--- src/rtl/vga_timing_controller.sv ---
// VGA raster scanner: pixel-rate divider, x/y counters, and a registered connector
// stage that keeps colour, syncs and blank aligned to the same pixel.
module vga_timing_controller #(
  parameter int CLK_DIV  = 2,
  parameter int H_SYNC   = 96,
  parameter int H_BACK   = 48,
  parameter int H_ACTIVE = 640,
  parameter int H_FRONT  = 16,
  parameter int V_SYNC   = 2,
  parameter int V_BACK   = 33,
  parameter int V_ACTIVE = 480,
  parameter int V_FRONT  = 10
) (
  input  logic        clk,
  input  logic        rst_n,
  input  logic [23:0] rgb_color,
  output logic [9:0]  x,
  output logic [9:0]  y,
  output logic        vga_clk,
  output logic        vga_hs,
  output logic        vga_vs,
  output logic        vga_blank_n,
  output logic        vga_sync_n,
  output logic [7:0]  vga_r,
  output logic [7:0]  vga_g,
  output logic [7:0]  vga_b,
  output logic        frame_start
);

  localparam int H_TOTAL = H_SYNC + H_BACK + H_ACTIVE + H_FRONT;
  localparam int V_TOTAL = V_SYNC + V_BACK + V_ACTIVE + V_FRONT;
  localparam int DIV_W   = (CLK_DIV > 2) ? $clog2(CLK_DIV) : 1;

  localparam logic [DIV_W-1:0] DIV_LAST = DIV_W'(CLK_DIV - 1);
  localparam logic [DIV_W-1:0] DIV_HALF = DIV_W'(CLK_DIV / 2);
  localparam logic [DIV_W-1:0] DIV_ONE  = DIV_W'(1);

  localparam logic [9:0] X_LAST   = 10'(H_TOTAL - 1);
  localparam logic [9:0] Y_LAST   = 10'(V_TOTAL - 1);
  localparam logic [9:0] HS_END   = 10'(H_SYNC);
  localparam logic [9:0] VS_END   = 10'(V_SYNC);
  localparam logic [9:0] HA_START = 10'(H_SYNC + H_BACK);
  localparam logic [9:0] HA_END   = 10'(H_SYNC + H_BACK + H_ACTIVE);
  localparam logic [9:0] VA_START = 10'(V_SYNC + V_BACK);
  localparam logic [9:0] VA_END   = 10'(V_SYNC + V_BACK + V_ACTIVE);

  logic [DIV_W-1:0] div_cnt_q, div_cnt_d;
  logic [9:0]       x_q, x_d, y_q, y_d;
  logic             vga_clk_q, vga_clk_d;
  logic             hs_q, hs_d, vs_q, vs_d;
  logic             blank_n_q, blank_n_d;
  logic [23:0]      rgb_q, rgb_d;
  logic             pix_en, line_end, frame_end, active;

  always_comb begin
    pix_en    = (div_cnt_q == DIV_LAST);
    line_end  = (x_q == X_LAST);
    frame_end = line_end && (y_q == Y_LAST);
    active    = (x_q >= HA_START) && (x_q < HA_END) &&
                (y_q >= VA_START) && (y_q < VA_END);

    div_cnt_d = pix_en ? '0 : div_cnt_q + DIV_ONE;
    // Second half of each pixel drives vga_clk high so its rising edge lands mid-pixel.
    vga_clk_d = (div_cnt_d >= DIV_HALF);

    x_d       = x_q;
    y_d       = y_q;
    hs_d      = hs_q;
    vs_d      = vs_q;
    blank_n_d = blank_n_q;
    rgb_d     = rgb_q;

    if (pix_en) begin
      if (line_end) begin
        x_d = '0;
        y_d = (y_q == Y_LAST) ? '0 : y_q + 10'd1;
      end else begin
        x_d = x_q + 10'd1;
      end
      // Connector stage uses the pre-increment coordinate, so it lags x/y by one pixel.
      hs_d      = !(x_q < HS_END);
      vs_d      = !(y_q < VS_END);
      blank_n_d = active;
      rgb_d     = active ? rgb_color : 24'h000000;
    end
  end

  always_ff @(posedge clk or negedge rst_n) begin
    if (!rst_n) begin
      div_cnt_q <= '0;
      x_q       <= '0;
      y_q       <= '0;
      vga_clk_q <= 1'b0;
      hs_q      <= 1'b1;
      vs_q      <= 1'b1;
      blank_n_q <= 1'b0;
      rgb_q     <= '0;
    end else begin
      div_cnt_q <= div_cnt_d;
      x_q       <= x_d;
      y_q       <= y_d;
      vga_clk_q <= vga_clk_d;
      hs_q      <= hs_d;
      vs_q      <= vs_d;
      blank_n_q <= blank_n_d;
      rgb_q     <= rgb_d;
    end
  end

  assign x           = x_q;
  assign y           = y_q;
  assign vga_clk     = vga_clk_q;
  assign vga_hs      = hs_q;
  assign vga_vs      = vs_q;
  assign vga_blank_n = blank_n_q;
  assign vga_sync_n  = 1'b0;
  assign vga_r       = rgb_q[23:16];
  assign vga_g       = rgb_q[15:8];
  assign vga_b       = rgb_q[7:0];
  assign frame_start = pix_en && frame_end;

endmodule
--- config.mk ---
export PLATFORM = sky130hd
export DESIGN_NAME = vga_timing_controller
export DESIGN_NICKNAME = d
export VERILOG_FILES = /design/src/rtl/vga_timing_controller.sv
export SDC_FILE = /design/constraint.sdc
export NUM_CORES = 1
export LEC_CHECK = 0
export CORE_MARGIN = 2
export CORE_UTILIZATION = 44
export DETAILED_ROUTE_END_ITERATION = 8
export PLACE_DENSITY = 0.79
export REMOVE_ABC_BUFFERS = 1
export SLEW_MARGIN = 15
export SYNTH_ARGS = -nofsm -noshare
export SYNTH_HDL_FRONTEND = slang
export SYNTH_SLANG_ARGS = --single-unit
--- constraint.sdc ---
create_clock -name clk -period 2.6 [get_ports clk]
set_clock_uncertainty 0.2 [all_clocks]
set_input_delay 0.52 -clock clk [delete_from_list [all_inputs] [get_ports clk]]
set_output_delay 0.52 -clock clk [all_outputs]
set_load 0.03 [all_outputs]
==> impl_metrics.ini <==
[run_status]
status = completed

[floorplan]
die-width_um = 73.0
die_area_mm2 = 0.00533
ios = 76
start_util_pct = 44.9
fp.dieH_um = 73.0
core_mm2 = 0.00466
rows = 25

[global_routing]
antenna_found_initial = 0
grt_overflow = 0
grt_start_max_net_pins = 27
gr-usage-all-layers_pct = 20.2
grt_pass1_vias = 1731
grt_first_pass_wirelength_mm = 8.27

[timing]
maxSlewViolCount = 0
fmax_mhz = 386
maxSlewHeadroom_pct = 54.0
min_period_over_period_pct = 99.7
tightest_slew_ns = 0.685
setup-violations-final = 0
fin_hold_ws_ns = 0.00241
hold_viol = 0
rsz0062_at_grt = true
finalSetupTns_ns = 0
finalCriticalPeriod_ns = 2.59

[clock_tree]
cts_buffers = 5
cts_sinks = 48
clk_latency_ns = 0.30
htree_levels = 2
clockBufferDepth = 2
cts.clk_slew.worst_paths_ns = 0.09
clockRootBuffer = clkbuf_8
cts_tree = built

[power]
p_leak_nw = 1.40
net-switching-power_mw = 0.275
p_per_area_mw_per_mm2 = 398
irDropWorstVdd_mv = 0.241
seqPwrFrac_pct = 59.9
p_sw_share_pct = 22.1
clockPowerShare_pct = 35.8
internal-power_mw = 0.971
comb_power_share_pct = 4.4

[layout]
syn2layout_area_growth_pct = 49.4
antennaDiodeCount = 0
drive_gt1_share_pct = 15.6
fin_nets = 305

[synthesis]
synth-main-ff-cell = dfrtp_1
ys_seq_elements = 48
yosys.area.top_type = dfrtp_1
syn_avg_cell_area_um2 = 11.3
ys_seq_area_share_pct = 57.5
syn_inst = 185
ys_top_cells_by_area = dfrtp_1 (55%), a22o_1 (10%), xnor2_1 (3.8%)
synth_area_mm2 = 0.00209
ys_warn_count = 0
ys_types = 39
async_flop_share_pct = 100
synth_edf_count = 0
yosysTopAreaCellShare_pct = 55.0

[detailed_routing]
viasPerCell = 5.45
first_pass_iters = 4
routed_wirelength_mm = 5.13
route.detailed.drc = 0
ant_nets = 0
drtIter0Drc = 61
drt-wirelength-per-cell_um = 15.5
vias = 1797

[placement]
dp_hpwl_mm = 3.56
io_buffers = 74
routabilityCongestion = 0.870

[worst_setup_path]
path_class = reg2out
start_kind = flip-flop
end_kind = primary output
crit_fanout = 4
cp.required_ns = 1.88
worstPathArrival_ns = 1.87

[worst_hold_path]
hold_path_class = in2async

[job]
maxCapViolations = 0
==> layer usage <==
layer	share of wire, %	track usage [%]	wire [um]	up-vias
met4	1.8	6.38	91	0
met5	0	0	0	-
met1	44	26.4	2260	854
met3	8.1	7.60	417	11
met2	46	31.3	2360	72
li1	-	-	-	860
==> logic make-up after synthesis <==
| group | after synthesis | synth area share (%) |
|---|---|---|
| adders and majority gates | 4 | 2.39 |
| muxes | 2 | 0.956 |
| xor gates and xnor gates | 9 | 3.76 |
| DFF | 48 | 57.5 |
| buffers and inverters | 21 | 4.18 |
| and+or+nand+nor | 51 | 13.1 |
| AOI/OAI and AO/OA | 49 | 17.9 |
| other | 1 | 0.179 |
==> cell usage in the layout, fill, tap and decap left out, types with 2 or more instances in the layout <==
cell type / count
a21oi_1: 5
a22o_1: 24
a31oi_1: 3
and3_1: 2
and4_1: 2
buf_4: 21
clkbuf_8: 5
clkdlybuf4s50_1: 72
dfrtp_1: 45
dfstp_2: 2
ha_1: 4
inv_1: 6
mux2i_1: 2
nand2_1: 8
nand3_1: 14
nand4_1: 3
nor2_1: 7
nor3_1: 2
nor4_1: 2
o21ai_0: 7
o41ai_1: 2
or3_1: 3
or3_4: 2
or4_4: 2
xnor2_1: 9
==> area by class of cell <==
cell class / count / area [um^2]
timing repair buffer: 96 / 915
multi-input combinational: 116 / 823
clock buffer: 6 / 72.6
inverter: 8 / 30.0
sequential: 48 / 1200
tap: 54 / 67.6
fill: 344 / 1530
clock inverter: 2 / 16.3
==> through the flow <==
stage | utilization [%] | cells | power (mW) | setup slack, ns | area [um^2]
after floorplan | - | 172 | 0.763 | -0.139 | 2040
after global placement | 62.9 | 311 | 0.816 | 0.150 | 2930
after detailed placement | 62.9 | 311 | 0.817 | 0.109 | 2930
after CTS | 66.5 | 326 | 1.26 | 0.00133 | 3100
after global routing | 67.1 | 330 | 1.30 | -0.0837 | 3130
final | 67.1 | 330 | 1.25 | 0.00728 | 3130
==> Yosys cell counts (all sizes together), types with 3 or more instances <==
cell	n
dfrtp	46
a22o	24
nand3	14
clkbuf	9
xnor2	9
nand2	8
nor2	8
inv	7
o21ai	7
a21oi	5
or3	5
buf	4
ha	4
a31oi	3
and3	3
nand4	3
or4	3
==> power groups by stage <==
stage | registers [mW] | logic (mW) | clock network (mW)
6_report | 0.746 | 0.0544 | 0.446
3_5_place_dp | 0.761 | 0.0559 | 0
4_1_cts | 0.746 | 0.0558 | 0.455
2_1_floorplan | 0.761 | 0.00187 | 0
5_1_grt | 0.746 | 0.0612 | 0.496
3_3_place_gp | 0.761 | 0.0549 | 0
==> sequential cells by signal, indices dropped and copies added, names as in the netlist <==
name,cells
x,10
vga_vs,1
y,10
vga_hs,1
vga_blank_n,1
div_cnt_q,1
rgb_q,24
==> worst paths after layout <==
check	startpoint	depth (start not counted)	slack, ns	end
min in group clk	vga_hs	2	0.29	vga_hs
setup reg to reg	y[0]	7	0.30	rgb_q[16]
setup / recovery	y[0]	6	0.007	frame_start
max in group asynchronous	rst_n	2	1.53	vga_hs
hold / removal	rst_n	1	0.002	rgb_q[17]
hold reg to reg	vga_hs	2	0.29	vga_hs
==> what timing repair did <==
item / in CTS / in global routing
gates resized for setup: 6 / 2
hold buffers: 0 / 0
hold endpoints to repair: 0 / 0
endpoints found under the setup margin: 1 / 1
setup buffers: 7 / 4
pin swaps: 3 / 2
==> critical path: stages, from the launching register on <==
cell     delay (ns)
dfrtp_1        0.43
inv_2          0.08
ha_1           0.15
nand4_1        0.10
or4_4          0.53
nor2_4         0.15
buf_6          0.14
No activity file was read; power rests on OpenSTA's default activity.
